**src/rtl/fe_pkg.sv**
```systemverilog
// Shared RV32I front-end types: opcodes, mnemonics, field typedefs,
// funct3/funct7 constants and the program-loader FSM state encoding.
package fe_pkg;

    typedef logic [4:0]  reg_idx_t;
    typedef logic [31:0] word_t;
    typedef logic [2:0]  funct3_t;
    typedef logic [6:0]  funct7_t;

    typedef enum logic [6:0] {
        OP_LOAD   = 7'b0000011,
        OP_IMM    = 7'b0010011,
        OP_AUIPC  = 7'b0010111,
        OP_STORE  = 7'b0100011,
        OP_REG    = 7'b0110011,
        OP_LUI    = 7'b0110111,
        OP_BRANCH = 7'b1100011,
        OP_JALR   = 7'b1100111,
        OP_JAL    = 7'b1101111,
        OP_SYSTEM = 7'b1110011
    } rv32i_opcode_t;

    typedef enum logic [5:0] {
        NULL,
        LUI, AUIPC, JAL, JALR,
        BEQ, BNE, BLT, BGE, BLTU, BGEU,
        LB, LH, LW, LBU, LHU,
        SB, SH, SW,
        ADDI, SLTI, SLTIU, XORI, ORI, ANDI, SLLI, SRLI, SRAI,
        ADD, SUB, SLL, SLT, SLTU, XOR, SRL, SRA, OR, AND,
        ECALL, EBREAK
    } RV32I_INSTRUCTION_MNEMONIC_t;

    // Instruction layout class chosen by the encoder's decode stage.
    typedef enum logic [3:0] {
        FMT_NONE, FMT_R, FMT_I, FMT_SH, FMT_S, FMT_B, FMT_J, FMT_U, FMT_SYS
    } inst_fmt_t;

    typedef enum logic [2:0] {
        IDLE, ACCEPT, ENCODE, WRITE, DONE
    } loader_state_t;

    // funct3: branches
    localparam funct3_t F3_BEQ  = 3'b000;
    localparam funct3_t F3_BNE  = 3'b001;
    localparam funct3_t F3_BLT  = 3'b100;
    localparam funct3_t F3_BGE  = 3'b101;
    localparam funct3_t F3_BLTU = 3'b110;
    localparam funct3_t F3_BGEU = 3'b111;
    // funct3: loads and stores (byte/half/word, unsigned variants)
    localparam funct3_t F3_B    = 3'b000;
    localparam funct3_t F3_H    = 3'b001;
    localparam funct3_t F3_W    = 3'b010;
    localparam funct3_t F3_BU   = 3'b100;
    localparam funct3_t F3_HU   = 3'b101;
    // funct3: ALU operations, shared by register and immediate forms
    localparam funct3_t F3_ADD  = 3'b000;
    localparam funct3_t F3_SLL  = 3'b001;
    localparam funct3_t F3_SLT  = 3'b010;
    localparam funct3_t F3_SLTU = 3'b011;
    localparam funct3_t F3_XOR  = 3'b100;
    localparam funct3_t F3_SR   = 3'b101;
    localparam funct3_t F3_OR   = 3'b110;
    localparam funct3_t F3_AND  = 3'b111;
    localparam funct3_t F3_JALR = 3'b000;

    localparam funct7_t F7_BASE = 7'b0000000;
    localparam funct7_t F7_ALT  = 7'b0100000;

    localparam word_t ECALL_WORD  = 32'h0000_0073;
    localparam word_t EBREAK_WORD = 32'h0010_0073;

    // True when v, read as signed, fits in a 'bits'-wide signed field.
    function automatic logic fits_signed(input word_t v, input int unsigned bits);
        word_t s;
        s = word_t'($signed(v) >>> (bits - 1));
        return (s == '0) || (s == '1);
    endfunction

endpackage

```
**src/rtl/rv32i_inst_encoder.sv**
```systemverilog
// Combinational RV32I encoder: mnemonic plus operand fields to a 32-bit
// instruction word, with an invalid flag for unencodable descriptors.
module rv32i_inst_encoder
    import fe_pkg::*;
(
    input  RV32I_INSTRUCTION_MNEMONIC_t mnemonic,
    input  reg_idx_t                    rd,
    input  reg_idx_t                    rs1,
    input  reg_idx_t                    rs2,
    input  word_t                       imm,
    output word_t                       word,
    output logic                        invalid
);

    inst_fmt_t     fmt;
    rv32i_opcode_t op;
    funct3_t       f3;
    funct7_t       f7;

    // Decode the mnemonic into layout class, opcode and function fields.
    always_comb begin
        fmt = FMT_NONE;
        op  = OP_REG;
        f3  = F3_ADD;
        f7  = F7_BASE;
        case (mnemonic)
            LUI:    begin fmt = FMT_U; op = OP_LUI;   end
            AUIPC:  begin fmt = FMT_U; op = OP_AUIPC; end
            JAL:    begin fmt = FMT_J; op = OP_JAL;   end
            JALR:   begin fmt = FMT_I; op = OP_JALR;   f3 = F3_JALR; end
            BEQ:    begin fmt = FMT_B; op = OP_BRANCH; f3 = F3_BEQ;  end
            BNE:    begin fmt = FMT_B; op = OP_BRANCH; f3 = F3_BNE;  end
            BLT:    begin fmt = FMT_B; op = OP_BRANCH; f3 = F3_BLT;  end
            BGE:    begin fmt = FMT_B; op = OP_BRANCH; f3 = F3_BGE;  end
            BLTU:   begin fmt = FMT_B; op = OP_BRANCH; f3 = F3_BLTU; end
            BGEU:   begin fmt = FMT_B; op = OP_BRANCH; f3 = F3_BGEU; end
            LB:     begin fmt = FMT_I; op = OP_LOAD;   f3 = F3_B;    end
            LH:     begin fmt = FMT_I; op = OP_LOAD;   f3 = F3_H;    end
            LW:     begin fmt = FMT_I; op = OP_LOAD;   f3 = F3_W;    end
            LBU:    begin fmt = FMT_I; op = OP_LOAD;   f3 = F3_BU;   end
            LHU:    begin fmt = FMT_I; op = OP_LOAD;   f3 = F3_HU;   end
            SB:     begin fmt = FMT_S; op = OP_STORE;  f3 = F3_B;    end
            SH:     begin fmt = FMT_S; op = OP_STORE;  f3 = F3_H;    end
            SW:     begin fmt = FMT_S; op = OP_STORE;  f3 = F3_W;    end
            ADDI:   begin fmt = FMT_I;  op = OP_IMM; f3 = F3_ADD;  end
            SLTI:   begin fmt = FMT_I;  op = OP_IMM; f3 = F3_SLT;  end
            SLTIU:  begin fmt = FMT_I;  op = OP_IMM; f3 = F3_SLTU; end
            XORI:   begin fmt = FMT_I;  op = OP_IMM; f3 = F3_XOR;  end
            ORI:    begin fmt = FMT_I;  op = OP_IMM; f3 = F3_OR;   end
            ANDI:   begin fmt = FMT_I;  op = OP_IMM; f3 = F3_AND;  end
            SLLI:   begin fmt = FMT_SH; op = OP_IMM; f3 = F3_SLL;  end
            SRLI:   begin fmt = FMT_SH; op = OP_IMM; f3 = F3_SR;   end
            SRAI:   begin fmt = FMT_SH; op = OP_IMM; f3 = F3_SR; f7 = F7_ALT; end
            ADD:    begin fmt = FMT_R; f3 = F3_ADD;  end
            SUB:    begin fmt = FMT_R; f3 = F3_ADD;  f7 = F7_ALT; end
            SLL:    begin fmt = FMT_R; f3 = F3_SLL;  end
            SLT:    begin fmt = FMT_R; f3 = F3_SLT;  end
            SLTU:   begin fmt = FMT_R; f3 = F3_SLTU; end
            XOR:    begin fmt = FMT_R; f3 = F3_XOR;  end
            SRL:    begin fmt = FMT_R; f3 = F3_SR;   end
            SRA:    begin fmt = FMT_R; f3 = F3_SR;   f7 = F7_ALT; end
            OR:     begin fmt = FMT_R; f3 = F3_OR;   end
            AND:    begin fmt = FMT_R; f3 = F3_AND;  end
            ECALL:  begin fmt = FMT_SYS; op = OP_SYSTEM; end
            EBREAK: begin fmt = FMT_SYS; op = OP_SYSTEM; end
            default: fmt = FMT_NONE;
        endcase
    end

    // Assemble the word for the decoded layout and range-check its immediate.
    always_comb begin
        word    = '0;
        invalid = 1'b0;
        case (fmt)
            FMT_R:  word = {f7, rs2, rs1, f3, rd, op};
            FMT_I: begin
                word    = {imm[11:0], rs1, f3, rd, op};
                invalid = !fits_signed(imm, 12);
            end
            FMT_SH: word = {f7, imm[4:0], rs1, f3, rd, op};
            FMT_S: begin
                word    = {imm[11:5], rs2, rs1, f3, imm[4:0], op};
                invalid = !fits_signed(imm, 12);
            end
            FMT_B: begin
                word    = {imm[12], imm[10:5], rs2, rs1, f3, imm[4:1], imm[11], op};
                invalid = imm[0] || !fits_signed(imm, 13);
            end
            FMT_J: begin
                word    = {imm[20], imm[10:1], imm[11], imm[19:12], rd, op};
                invalid = imm[0] || !fits_signed(imm, 21);
            end
            FMT_U:   word = {imm[31:12], rd, op};
            // Operand fields are deliberately ignored for environment calls.
            FMT_SYS: word = (mnemonic == EBREAK) ? EBREAK_WORD : ECALL_WORD;
            default: invalid = 1'b1;
        endcase
    end

endmodule

```
**src/rtl/rv32i_program_loader.sv**
```systemverilog
// Program loader: accepts instruction descriptors (valid/ready), encodes
// each into an RV32I word and writes it to consecutive memory words.
// Handshakes: a transfer happens on a rising edge where valid and ready
// are both 1; the sender holds its fields stable while valid waits for ready.
module rv32i_program_loader
    import fe_pkg::*;
#(
    parameter int MEM_DEPTH = 64,
    parameter int AW        = $clog2(MEM_DEPTH)
) (
    input  logic                        clk,
    input  logic                        rst_n,
    input  logic                        start,
    input  logic                        in_valid,
    output logic                        in_ready,
    input  RV32I_INSTRUCTION_MNEMONIC_t in_mnemonic,
    input  reg_idx_t                    in_rd,
    input  reg_idx_t                    in_rs1,
    input  reg_idx_t                    in_rs2,
    input  word_t                       in_imm,
    input  logic                        in_last,
    output logic                        mem_we,
    output logic [AW-1:0]               mem_addr,
    output word_t                       mem_wdata,
    input  logic                        mem_ready,
    output logic                        busy,
    output logic                        done,
    output logic                        err_invalid,
    output logic                        err_full,
    output logic [AW:0]                 count,
    output loader_state_t               fsm_state
);

    localparam logic [AW:0] FULL = (AW + 1)'(MEM_DEPTH);

    loader_state_t               state;
    RV32I_INSTRUCTION_MNEMONIC_t d_mnemonic;
    reg_idx_t                    d_rd;
    reg_idx_t                    d_rs1;
    reg_idx_t                    d_rs2;
    word_t                       d_imm;
    logic                        d_last;
    word_t                       enc_word;
    logic                        enc_invalid;
    logic [AW:0]                 count_inc;

    assign count_inc = count + 1'b1;
    assign mem_addr  = count[AW-1:0];
    assign fsm_state = state;

    rv32i_inst_encoder u_encoder (
        .mnemonic (d_mnemonic),
        .rd       (d_rd),
        .rs1      (d_rs1),
        .rs2      (d_rs2),
        .imm      (d_imm),
        .word     (enc_word),
        .invalid  (enc_invalid)
    );

    // Loader FSM with registered handshake, memory and status outputs.
    always_ff @(posedge clk) begin
        if (!rst_n) begin
            state       <= IDLE;
            in_ready    <= 1'b0;
            mem_we      <= 1'b0;
            mem_wdata   <= '0;
            count       <= '0;
            busy        <= 1'b0;
            done        <= 1'b0;
            err_invalid <= 1'b0;
            err_full    <= 1'b0;
            d_mnemonic  <= NULL;
            d_rd        <= '0;
            d_rs1       <= '0;
            d_rs2       <= '0;
            d_imm       <= '0;
            d_last      <= 1'b0;
        end else begin
            case (state)
                IDLE: begin
                    if (start) begin
                        state       <= ACCEPT;
                        busy        <= 1'b1;
                        in_ready    <= 1'b1;
                        count       <= '0;
                        err_invalid <= 1'b0;
                        err_full    <= 1'b0;
                    end
                end
                ACCEPT: begin
                    if (in_valid && in_ready) begin
                        d_mnemonic <= in_mnemonic;
                        d_rd       <= in_rd;
                        d_rs1      <= in_rs1;
                        d_rs2      <= in_rs2;
                        d_imm      <= in_imm;
                        d_last     <= in_last;
                        in_ready   <= 1'b0;
                        state      <= ENCODE;
                    end else if (in_valid && count == FULL) begin
                        // Memory already full: refuse and close the session.
                        err_full <= 1'b1;
                        done     <= 1'b1;
                        state    <= DONE;
                    end
                end
                ENCODE: begin
                    if (enc_invalid) begin
                        // Dropped descriptor: nothing written, count unchanged.
                        err_invalid <= 1'b1;
                        if (d_last) begin
                            done  <= 1'b1;
                            state <= DONE;
                        end else begin
                            in_ready <= (count < FULL);
                            state    <= ACCEPT;
                        end
                    end else begin
                        mem_wdata <= enc_word;
                        mem_we    <= 1'b1;
                        state     <= WRITE;
                    end
                end
                WRITE: begin
                    if (mem_ready) begin
                        mem_we <= 1'b0;
                        count  <= count_inc;
                        if (d_last) begin
                            done  <= 1'b1;
                            state <= DONE;
                        end else begin
                            in_ready <= (count_inc < FULL);
                            state    <= ACCEPT;
                        end
                    end
                end
                DONE: begin
                    done  <= 1'b0;
                    busy  <= 1'b0;
                    state <= IDLE;
                end
                default: state <= IDLE;
            endcase
        end
    end

endmodule

```
**config.mk**
```make
export PLATFORM = sky130hd
export DESIGN_NAME = rv32i_program_loader
export DESIGN_NICKNAME = d
export VERILOG_FILES = /design/src/rtl/fe_pkg.sv /design/src/rtl/rv32i_inst_encoder.sv /design/src/rtl/rv32i_program_loader.sv
export SDC_FILE = /design/constraint.sdc
export NUM_CORES = 1
export LEC_CHECK = 0
export BUFFER_PORTS_ARGS = -buffer_cell sky130_fd_sc_hd__clkbuf_2
export CORE_ASPECT_RATIO = 0.6
export CORE_UTILIZATION = 45
export CTS_CLUSTER_DIAMETER = 40
export DETAILED_ROUTE_END_ITERATION = 12
export GPL_TIMING_DRIVEN = 0
export MAX_ROUTING_LAYER = met4
export PLACE_DENSITY = 0.77
export RECOVER_POWER = 50
export SLEW_MARGIN = 20
export SYNTH_ARGS = -nofsm -noshare
export SYNTH_HDL_FRONTEND = slang
export SYNTH_HIERARCHICAL = 1
export SYNTH_SLANG_ARGS = --single-unit
```
**constraint.sdc**
```tcl
create_clock -name clk -period 7.4 [get_ports clk]
set_clock_uncertainty 0.2 [all_clocks]
set_input_delay 1.11 -clock clk [delete_from_list [all_inputs] [get_ports clk]]
set_output_delay 1.11 -clock clk [all_outputs]
set_load 0.1 [all_outputs]
```
==> metrics <==
top post-synthesis cells by area dfxtp_1, nand2_1, a21boi_0; total grt overflow 0; Mapped Avg Cell Area 8.02 um2; clk root buf clkbuf_16; placed cells ~970; Fillers 1161; Setup-failing EPs final 0; Initial Utilization 46.3%; Seq/Total Area, Yosys between 30% and 40%; worst relative slew slack 14.2%; PostCTS Resize Cnt 0; RSZ-0062 raised after global routing false; Core ar. 0.0121 mm2; Max-Cap Viols 0; Clock transition at path regs 70 ps; period utilization 52.2%; routed len/inst roughly 18 um; Netlist cell types 73; internal power 0.000863 W; I/O Pins 113; Synth Register Bits ~100; HP Class flip-flop to flip-flop; share of cells above drive strength 1 16.4%; hold slack roughly 260 ps; asr flop ratio synth 0%; first-pass GRT wire length 26800 um; critical path launch point type flip-flop; RD Place Congestion 0.978; CP top delay family simple AND/OR/NAND/NOR gates; Residual DRC 0; buffers plus inverters on the worst setup path 4; Via Count 5551; initial drt markers 587; sequential share of power 47.0%; switching pwr about 0.00035 W; Period minus WS final 3860 ps; Routed Antenna Nets 0; crit path DAT approximately 3900 ps; die width 146 um; crit-path cells clkbuf_2 -> buf_4 -> buf_1 -> a22oi_1 -> nand4_1 -> nand2b_1 -> nor3_1 -> clkbuf_1 -> nand2_1 -> a21boi_0; switching share of power 28.8%; clock share of power between 30% and 40%; H-Tree Depth 3; worst skew pair latency 360 ps; critical path class flip-flop to flip-flop; hold_buf cts 0; antenna cell count 0; pins over their slew limit 0; Final Util 54.6%; Top FF cell, synth dfxtp_1; EDFF count, synth 0; peak supply drop 0.000118 V; setup repair bufs after CTS 0; hpwl dp 13200 um; CP peak stage delay 560 ps; Synthesized Nets 758; vias in the first global route 4852; outcome completed; Slowest cell on crit path a22oi_1; drt first pass iters 6; Synth Warn # 6; CTS tree built; critical path peak fanout 10; final count of hold timing violations 0; Synth area leader dfxtp_1; CTS max path bufs 2; CTS Sinks 102; Die H 88.3 um; Tot GR Track Use 28.2%; initial antenna violation count 0; Port-buffer cells 111; Avg Vias per Cell 5.61; Leak 2.44 nW; die footprint ~0.013 mm2; Synth top area share between 30 and 40%; Gate power share 13.6%; Req. time, crit path 7480 ps; Final nets 880; Synth Instances approximately 700; Area growth, synth to finish 17.9%; row count 31; setup_tns 0 ps; fin cells approximately 990; Mapped Area 0.00559 mm2; Worst-Margin Slew 1280 ps; fmax ~0.26 GHz; WL final between 15000 and 20000 um; Power Density approximately 180 mW/mm2; Num CTS Buffers 9; CP Capture Type flip-flop; pin count of the biggest net entering global routing 20
cells by family (layout without fill, tap and decap cells):
logic type	count (synthesis)	after routing	share of synthesized area, %
compound gates	194	194	28.0
fa+ha+maj	2	2	0.448
xor+xnor	9	9	1.41
buf+inv	79	206	7.93
flops	102	102	36.5
mux	1	1	0.179
simple gates	310	310	25.5
cell type report:
class / count / area [um2] / area share [%]
repair buffers: 111 / 507 / 7.69
clock inverters: 6 / 63.8 / 0.968
well taps: 165 / 206 / 3.13
flip-flops and latches: 102 / 2040 / 31.0
multi-input cells: 516 / 3100 / 47.0
clock buffers: 10 / 239 / 3.63
plain buffers: 64 / 380 / 5.77
inverters: 15 / 56.3 / 0.854
flip-flops by register name, summed over array words and instances (netlist names), 3 cells and up:
| signal | flops |
|---|---|
| count | 7 |
| d_imm | 32 |
| d_mnemonic | 6 |
| d_rd | 5 |
| d_rs1 | 5 |
| d_rs2 | 5 |
| fsm_state | 3 |
| mem_wdata | 32 |
Yosys cell counts (all sizes together), types with 5 or more instances:
cell	instances
nand4	7
nor2	23
clkbuf	26
o31ai	5
buf	38
a22o	14
a222oi	6
nor4	12
a21oi	14
nand2	201
xnor2	5
a22oi	5
nor2b	10
nor3b	5
o21a	5
o21ai	12
nand3	12
inv	15
nand2b	7
nor3	12
a21boi	90
dfxtp	102
layout by cell type (no fill, tap or decap), types with 7 or more instances in the layout:
| cell | instances |
|---|---|
| a21boi_0 | 80 |
| a21boi_1 | 10 |
| a21oi_1 | 12 |
| a22o_1 | 14 |
| buf_4 | 16 |
| buf_6 | 8 |
| clkbuf_1 | 70 |
| clkbuf_16 | 9 |
| clkbuf_2 | 73 |
| dfxtp_1 | 102 |
| inv_1 | 15 |
| nand2_1 | 201 |
| nand2b_1 | 7 |
| nand3_1 | 12 |
| nand4_1 | 7 |
| nor2_1 | 23 |
| nor2b_1 | 10 |
| nor3_1 | 12 |
| nor4_1 | 10 |
| o21ai_0 | 8 |
metal layers:
layer	wire, um	GRT usage, %
met4	106	5.07
met2	6370	35.5
met3	2150	8.81
met5	0	-
met1	8690	42.5
tightest hold or removal path, cell delays in order (launching register included):
cell	delay [ps]
dfxtp_1	310
nand2_1	50
a21boi_1	50
final timing paths:
path | start | end | slack (ps) | depth (start not counted)
setup / recovery | d_mnemonic[5] | mem_wdata[12] | 3540 | 10
setup reg to reg | d_mnemonic[5] | mem_wdata[12] | 3540 | 10
hold / removal | mem_wdata[14] | mem_wdata[14] | 260 | 2
hold reg to reg | mem_wdata[14] | mem_wdata[14] | 260 | 2
power groups by stage:
stage	Combinational [W]	Clock, W	Sequential, W
6_report	0.000165	0.000477	0.000570
5_1_grt	0.000176	0.000506	0.000571
4_1_cts	0.000163	0.000484	0.000569
3_5_place_dp	0.000162	0	0.000582
3_3_place_gp	0.000162	0	0.000582
2_1_floorplan	0.0000891	0	0.000605
metrics by stage:
step                      cell area [um2]  setup slack, ps  power [W]
after detailed placement             6350             3750   0.000745
final                                6590             3540    0.00121
after floorplan                      5590             4620   0.000694
after CTS                            6650             3720    0.00122
after global routing                 6590             3390    0.00125
after global placement               6350             3800   0.000744
Power figures use the tool's default switching activity.
